==> src/rtl/tick_sched_if.sv <==
// tick_sched_if: configuration request channel into tick_sched.
// The master drives a request and holds it until it sees cfg_ready; the slave accepts it on that edge.
interface tick_sched_if #(parameter int CNT_W = 10);
    logic             cfg_valid;
    logic             cfg_ready;
    logic [1:0]       cfg_ch;
    logic [CNT_W-1:0] cfg_load;
    logic             cfg_periodic;
    logic             cfg_stop;
    modport master (output cfg_valid, cfg_ch, cfg_load, cfg_periodic, cfg_stop, input cfg_ready);
    modport slave  (input cfg_valid, cfg_ch, cfg_load, cfg_periodic, cfg_stop, output cfg_ready);
endinterface

==> src/rtl/tick_sched.sv <==
// tick_sched: four timer channels served by one shared decrementer, one slot per channel after each 1 ms tick.
// Define TICK_SCHED_OVERRUN_EN to flag, with a sticky bit, ticks that arrive while a scan is in progress.
module tick_sched #(
    parameter int CNT_W = 10,
    parameter int NCH   = 4
) (
    input  logic           sclk,
    input  logic           rst_n,
    input  logic           tick_1ms,
    tick_sched_if.slave    cfg,
    output logic [NCH-1:0] active,
    output logic [NCH-1:0] expire,
    output logic           busy,
    output logic           overrun
);
    typedef enum logic {IDLE, SCAN} state_t;
    state_t           state_q;
    logic [1:0]       slot_q;
    logic [CNT_W-1:0] cnt_q  [NCH];
    logic [CNT_W-1:0] load_q [NCH];
    logic [NCH-1:0]   per_q;
    logic [NCH-1:0]   active_q;
    logic [NCH-1:0]   expire_q;
    logic [CNT_W-1:0] load_d;
    logic             hit_d;
    // A zero load behaves as one so the channel can never sit active with nothing to count.
    assign load_d = (cfg.cfg_load == '0) ? CNT_W'(1) : cfg.cfg_load;
    assign hit_d = cnt_q[slot_q] <= CNT_W'(1);
    assign cfg.cfg_ready = rst_n && state_q == IDLE && !tick_1ms;
    assign active = active_q;
    assign expire = expire_q;
    assign busy = state_q == SCAN;
    always_ff @(posedge sclk or negedge rst_n) begin
        if (!rst_n) begin
            state_q <= IDLE;
            slot_q <= '0;
            per_q <= '0;
            active_q <= '0;
            expire_q <= '0;
            for (int i = 0; i < NCH; i++) begin
                cnt_q[i] <= '0;
                load_q[i] <= '0;
            end
        end else begin
            expire_q <= '0;
            if (state_q == IDLE) begin
                if (tick_1ms) begin
                    state_q <= SCAN;
                    slot_q <= '0;
                end else if (cfg.cfg_valid && cfg.cfg_stop) begin
                    active_q[cfg.cfg_ch] <= 1'b0;
                    cnt_q[cfg.cfg_ch] <= '0;
                end else if (cfg.cfg_valid) begin
                    load_q[cfg.cfg_ch] <= load_d;
                    cnt_q[cfg.cfg_ch] <= load_d;
                    per_q[cfg.cfg_ch] <= cfg.cfg_periodic;
                    active_q[cfg.cfg_ch] <= 1'b1;
                end
            end else begin
                slot_q <= slot_q + 2'd1;
                if (slot_q == 2'(NCH - 1))
                    state_q <= IDLE;
                if (active_q[slot_q] && hit_d) begin
                    expire_q[slot_q] <= 1'b1;
                    cnt_q[slot_q] <= per_q[slot_q] ? load_q[slot_q] : '0;
                    active_q[slot_q] <= per_q[slot_q];
                end else if (active_q[slot_q]) begin
                    cnt_q[slot_q] <= cnt_q[slot_q] - CNT_W'(1);
                end
            end
        end
    end
`ifdef TICK_SCHED_OVERRUN_EN
    logic overrun_q;
    always_ff @(posedge sclk or negedge rst_n) begin
        if (!rst_n)
            overrun_q <= 1'b0;
        else if (tick_1ms && state_q == SCAN)
            overrun_q <= 1'b1;
    end
    assign overrun = overrun_q;
`else
    assign overrun = 1'b0;
`endif
endmodule

==> src/flat_wrapper.sv <==
// flat-port wrapper written by rule: the top's interface ports become plain ports
module tick_sched_flat 
#(
    parameter int CNT_W = 10,
    parameter int NCH   = 4
)
  (sclk, rst_n, tick_1ms, active, expire, busy, overrun, cfg_cfg_valid, cfg_cfg_ch, cfg_cfg_load, cfg_cfg_periodic, cfg_cfg_stop, cfg_cfg_ready);
  tick_sched_if #(.CNT_W(CNT_W)) cfg_i ();
  input  logic sclk;
  input  logic rst_n;
  input  logic tick_1ms;
  output logic [NCH-1:0] active;
  output logic [NCH-1:0] expire;
  output logic busy;
  output logic overrun;
  input wire logic [$bits(cfg_i.cfg_valid)-1:0] cfg_cfg_valid;
  input wire logic [$bits(cfg_i.cfg_ch)-1:0] cfg_cfg_ch;
  input wire logic [$bits(cfg_i.cfg_load)-1:0] cfg_cfg_load;
  input wire logic [$bits(cfg_i.cfg_periodic)-1:0] cfg_cfg_periodic;
  input wire logic [$bits(cfg_i.cfg_stop)-1:0] cfg_cfg_stop;
  output wire logic [$bits(cfg_i.cfg_ready)-1:0] cfg_cfg_ready;
  assign cfg_i.cfg_valid = cfg_cfg_valid;
  assign cfg_i.cfg_ch = cfg_cfg_ch;
  assign cfg_i.cfg_load = cfg_cfg_load;
  assign cfg_i.cfg_periodic = cfg_cfg_periodic;
  assign cfg_i.cfg_stop = cfg_cfg_stop;
  assign cfg_cfg_ready = cfg_i.cfg_ready;
  tick_sched #(.CNT_W(CNT_W), .NCH(NCH)) u_core (.sclk(sclk), .rst_n(rst_n), .tick_1ms(tick_1ms), .cfg(cfg_i), .active(active), .expire(expire), .busy(busy), .overrun(overrun));
endmodule
==> config.mk <==
export PLATFORM = sky130hd
export DESIGN_NAME = tick_sched_flat
export DESIGN_NICKNAME = d
export VERILOG_FILES = /design/src/rtl/tick_sched_if.sv /design/src/rtl/tick_sched.sv /design/src/flat_wrapper.sv
export SDC_FILE = /design/constraint.sdc
export NUM_CORES = 1
export LEC_CHECK = 0
export CORE_MARGIN = 3
export CORE_UTILIZATION = 45
export CTS_BUF_LIST = sky130_fd_sc_hd__clkbuf_4 sky130_fd_sc_hd__clkbuf_8 sky130_fd_sc_hd__clkbuf_16
export CTS_CLUSTER_SIZE = 10
export DETAILED_ROUTE_END_ITERATION = 16
export GPL_ROUTABILITY_DRIVEN = 0
export PLACE_DENSITY = 0.62
export SLEW_MARGIN = 0
export SYNTH_ARGS = -nofsm -noshare
export SYNTH_HDL_FRONTEND = slang
export SYNTH_SLANG_ARGS = --single-unit
==> constraint.sdc <==
create_clock -name sclk -period 3.7 [get_ports sclk]
set_clock_uncertainty 0.15 [all_clocks]
set_input_delay 0.37 -clock sclk [delete_from_list [all_inputs] [get_ports sclk]]
set_output_delay 0.37 -clock sclk [all_outputs]
set_load 0.03 [all_outputs]
# Word-level counts from Yosys, hierarchy flattened

Cells that the tools add are included.

Add/sub/neg operators: 2
Order comparisons: 9
Equality and inequality tests: 4
Mux-type cells: 44
Bitwise operators: 10
Reductions and logical operators: 15

Operators by type and width:

| cell                                                              | count |
|---|---|
| 2-to-1 mux 40 bit                                                 | 6 |
| bitwise mux 40 bit                                                | 4 |
| 2-to-1 mux 10 bit                                                 | 8 |
| AND 40 bit                                                        | 1 |
| binary-select mux 10 bit (select 2 bit)                           | 2 |
| demux 10 bit (select 2 bit)                                       | 2 |
| NOT 40 bit                                                        | 1 |
| 2-to-1 mux 4 bit                                                  | 7 |
| <= comparator 10 x 1 -> 1 bit, second input constant              | 1 |
| zero test 10 bit                                                  | 1 |
| subtractor 10 x 1 -> 10 bit, second input constant                | 1 |
| bitwise mux 4 bit                                                 | 2 |
| logical AND 1 bit                                                 | 8 |
| 2-to-1 mux 1 bit                                                  | 7 |
| greater-or-equal comparator 3 bit, second input constant          | 2 |
| less-than comparator 2 x 3 -> 1 bit, second input constant        | 2 |
| less-than comparator 3 x 1 -> 1 bit, second input constant        | 2 |
| NOT 2 -> 3 bit                                                    | 2 |
| AND reduction 3 bit                                               | 2 |
| AND 4 bit                                                         | 1 |
| binary-select mux 1 bit (select 2 bit)                            | 2 |
| demux 1 bit (select 2 bit)                                        | 2 |
| greater-or-equal comparator 2 x 1 -> 1 bit, second input constant | 2 |
| 2-to-1 mux 2 bit                                                  | 2 |
| other kinds (12)                                                  | 14 |

Register bits after elaboration: 95
Input bits: 18

# Depth between registers and ports, before layout

Depth after elaboration: 10
Depth in mapped cells: 12
Depth with buffers taken out: 9

# Worst setup path before layout

Ideal clock, no wire load.

Kind: reg-to-reg
Start point: register u_core.slot_q[0]
End point: register u_core.cnt_q[17] in the netlist's numbering
Data arrival time: 2852 ps
Data required time: 3424 ps
Path slack: 572 ps
Cell stages (with the launch flop): 13
Path buffers: 3
Period minus slack after synthesis: 3128 ps
Cell sequence: dfrtp_1 > buf_6 > buf_6 > mux4_2 > inv_1 > ha_1 > o21ai_0 > o22ai_1 > or3b_1 > buf_6 > a2111oi_4 > nor4_4 > a221o_1

Cells in the longest elaborated chain, start to end: 9
Elaborated cells on any way between the ends: 27

Ends and longest elaborated chain:

| item                                                                                | line                                                 | text |
|---|---|---|
| start, declared                                                                     | tick_sched.sv:18                                     | `logic [1:0] slot_q;` |
| start signal, assigned                                                              | tick_sched.sv:60                                     | `slot_q <= slot_q + 2'd1;` |
| NOT 2 -> 3 bit                                                                      | tick_sched.sv:28, tick_sched.sv:65, tick_sched.sv:68 |  |
| binary-select mux 10 bit (select 2 bit) (tied with other cells)                     | tick_sched.sv:28, tick_sched.sv:68                   |  |
| 2-to-1 mux 10 bit (not written as such) / logical AND 1 bit (equally long branches) | tick_sched.sv:28, tick_sched.sv:68, tick_sched.sv:65 |  |
| 2-to-1 mux 10 bit, on equally long branches                                         | tick_sched.sv:28, tick_sched.sv:68, tick_sched.sv:65 |  |
| subtractor 10 x 1 -> 10 bit / demux 10 bit (select 2 bit) (equally long branches)   | tick_sched.sv:68, tick_sched.sv:65                   |  |
| bitwise mux 40 bit                                                                  | tick_sched.sv:68                                     | `cnt_q[slot_q] <= cnt_q[slot_q] - CNT_W'(1);` |
| 2-to-1 mux 40 bit                                                                   | tick_sched.sv:67                                     | `end else if (active_q[slot_q]) begin` |
| 2-to-1 mux 40 bit                                                                   | tick_sched.sv:63                                     | `if (active_q[slot_q] && hit_d) begin` |
| 2-to-1 mux 40 bit                                                                   | tick_sched.sv:46                                     | `if (state_q == IDLE) begin` |
| end signal, assigned by index                                                       | tick_sched.sv:55                                     | `cnt_q[cfg.cfg_ch] <= load_d;` |
| end signal, assigned by index                                                       | tick_sched.sv:65                                     | `cnt_q[slot_q] <= per_q[slot_q] ? load_q[slot_q] : '0;` |
| end signal, assigned by index                                                       | tick_sched.sv:68                                     |  |
| end, declared                                                                       | tick_sched.sv:19                                     | `logic [CNT_W-1:0] cnt_q [NCH];` |

Several ways; a longest one is shown, not always the timed one. The select of a mux whose other input is x is not followed.
A chain may end at the register's enable or synchronous reset.

# Worst setup path after layout

Start point: register u_core.slot_q[0]
End point: register u_core.cnt_q[37] in the netlist's numbering

The elaborated chain is that of the path after synthesis.

==> key figures <==
Status
  • Status: complete, no violations

Route
  • DRT Wirelength: between 10000 and 15000 um
  • Remaining DRCs: 0
  • Total number of vias: about 4200
  • Via density: about 6.3
  • 1st-pass router iterations: 6
  • ANT nets after route: 0
  • Initial drt markers: slightly below 500
  • Avg WL per Cell: 22.40 um

STA
  • Fin crit share: 0.9105
  • Tmin final: between 3000 and 4000 ps
  • Final setup fails: 0
  • Final setup TNS: 0 ps
  • RSZ-0062 raised after global routing: no
  • Worst slew margin: 0.5450
  • Fmax achieved: about 0.30 GHz
  • Max-slew violations: 0
  • Worst Tran Pin Value: ~680 ps
  • Final Hold Fails: 0

Setup path
  • Crit start category: flop
  • Arr. time, crit path: 3510 ps
  • Setup crit end kind: flop
  • CP required: roughly 3900 ps
  • Path type of the worst setup path: reg -> reg
  • Worst-path maximum fanout: 9

Floorplan
  • Num rows: 38
  • Die X: around 110 um
  • Starting Density: 0.4644
  • Ports: 29
  • Die area: 12600 um2
  • Die Y-Extent: 112.2 um
  • Total core area: 10940 um2

Clock network
  • Post-cts resize count: 0
  • Clk slew on worst S/H paths: approximately 70 ps
  • Cts bufs inserted: 9
  • CTS tree: yes
  • Post-CTS Hold Fix Bufs: 0
  • Clk_lat worst skew: 360 ps
  • Post-CTS Setup Inserts: 0
  • Longest Clk Path Bufs: 2
  • Clk root buf: clkbuf_16
  • Htree depth: 3
  • CTS sink cnt: between 90 and 100

Pwr
  • Power Dens Cells: roughly 900 nW/um2
  • Pleak: approximately 2.5 nW
  • VDD IR max: approximately 390 uV

Global route
  • Largest net degree at the start of global routing: 50
  • First-pass GRT wire length: around 24000 um
  • Vias in the first global route: 4257
  • Grt ovf: 0
  • GRT Total Usage: 0.2468
  • Antenna violations before repair: 0

Synthesis
  • FFs w/ async S/R, synth: 1.000
  • Seq cells post-synth: 95
  • Syn nets: between 500 and 600
  • Top_reg_cell synth: dfrtp_1
  • Cell Area, Synth: 5079 um2
  • Yosys cell types: 55
  • Mean Syn Cell Area: approximately 10 um2
  • Mapped Cells: between 500 and 600
  • Sequential share of the synthesized area: 0.4681
  • Number of synthesized flops with an enable pin: 0
  • YS warnings: 0

Flow run
  • Max-Cap Viols: 0

Cells and area
  • Fin cells: between 600 and 700
  • Layout cells sized above 1: 0.1480
  • Number of diodes: 0
  • Final nets: around 550
  • P&R area growth vs syn: 14.26%

Place
  • Detailed-placement wirelength estimate: ~10000 um
  • Port Buffers: 27
  • # placed instances: approximately 650

Min path
  • Worst min path class: in -> async
## synth_stat cells (6+ instances only)
cell        n  area, um2
nand2_1   115      431.7
dfrtp_1    95       2377
o21ai_0    29      145.1
nor2_1     27      101.4
a22oi_1    25      187.7
clkbuf_1   25      93.84
mux4_2     20      450.4
a21oi_1    19      95.09
mux2_2     12      135.1
nand3_1    10      50.05
nor3_1     10      50.05
a221o_1     8      80.08
o211ai_1    7      52.55
a21o_1      6      45.04
ha_1        6      75.07
inv_1       6      22.52
nand4_1     6      37.54
o22ai_1     6      37.54
## cell type report
cell class | count | area [um2]
clock buffers | 9 | 225.2
clock inverters | 6 | 62.56
fillers | 1001 | 5132
inverters | 6 | 22.52
multi-input cells | 367 | 2531
flip-flops and latches | 95 | 2379
well taps | 140 | 175.2
repair buffers | 44 | 407.9
## flip-flops by register name (all words and copies together) (netlist names), named ones only
register       count
u_core.busy        1
u_core.expire      4
u_core.load_q     40
u_core.cnt_q      40
u_core.per_q       4
u_core.slot_q      2
## path summary, 6_finish.rpt
path	from	endpoint	slack [ps]	cells past startpoint
setup / recovery	u_core.slot_q[0]$_DFFE_PN0P_	u_core.cnt_q[37]$_DFFE_PN0P_	330	9
hold / removal	rst_n	u_core.load_q[25]$_DFFE_PN0P_	7	2
max in group asynchronous	rst_n	u_core.slot_q[0]$_DFFE_PN0P_	2340	3
hold reg to reg	u_core.load_q[13]$_DFFE_PN0P_	u_core.load_q[13]$_DFFE_PN0P_	330	2
min in group sclk	u_core.load_q[13]$_DFFE_PN0P_	u_core.load_q[13]$_DFFE_PN0P_	330	2
setup reg to reg	u_core.slot_q[0]$_DFFE_PN0P_	u_core.cnt_q[37]$_DFFE_PN0P_	330	9
## per-stage QoR
step             util  setup slack (ps)  cell area, um2  hold WS (ps)  power, mW
6_report       0.5307             331.3            5803         6.958      5.228
5_1_grt        0.5307             108.0            5803         68.26      5.556
4_1_cts        0.5307             340.9            5803         39.61      5.203
3_5_place_dp   0.5043             366.0            5515         308.8      4.278
3_3_place_gp   0.5043             453.1            5515         303.4      4.208
2_1_floorplan       -             572.2            5079        -75.59      3.534
## worst max-delay path, cell delays in order (launching register included)
cell and delay [ps]:
dfrtp_2 580, mux4_2 610, inv_1 120, ha_1 220, o21ai_0 90, o22ai_1 170
or3b_1 540, o21a_1 260, nor4_4 340, a221o_1 220
## layer usage
layer  routed length [um]  up-vias  global-route usage
li1                     -     1870                   -
met1                 6286     2120              0.3424
met2                 6962      204              0.3778
met3                 1303       30             0.06631
met4                  386        0             0.08654
met5                    0        -                   0
## cell usage in the layout, fill, tap and decap left out, drive strengths merged, types with 3 or more instances in the layout
cell type	instances
nand2	116
dfrtp	95
o21ai	29
nor2	28
clkdlybuf4s50	26
a22oi	25
mux4	22
a21oi	19
buf	18
mux2	12
nor3	12
nand3	10
clkbuf	9
a221o	8
o211ai	7
inv	6
o22ai	6
a21o	6
nand4	6
ha	6
mux2i	4
and2	4
a32oi	4
a31oi	3
nand2b	3
nor2b	3
o21a	3
a211oi	3
clkinvlp	3
nor4	3
or3b	3
## where the power goes
part           leakage [nW]  internal [mW]  switching, mW
clock network         0.133          0.517          0.403
registers              1.23           1.44          0.297
logic                  1.18           1.08           1.48
## kinds of logic (layout without fill, tap and decap cells)
group	Yosys count	in the layout	synth area share
XOR/XNOR	4	4	0.006900
flip-flops	95	95	0.4681
buffers and inverters	40	65	0.03548
AO/OA/AOI/OAI	125	125	0.1693
multiplexers	38	38	0.1335
other	1	1	0.0007384
AND/OR/NAND/NOR	193	193	0.1712
adder cells (fa/ha/maj)	6	6	0.01478
Power figures use the tool's default switching activity.
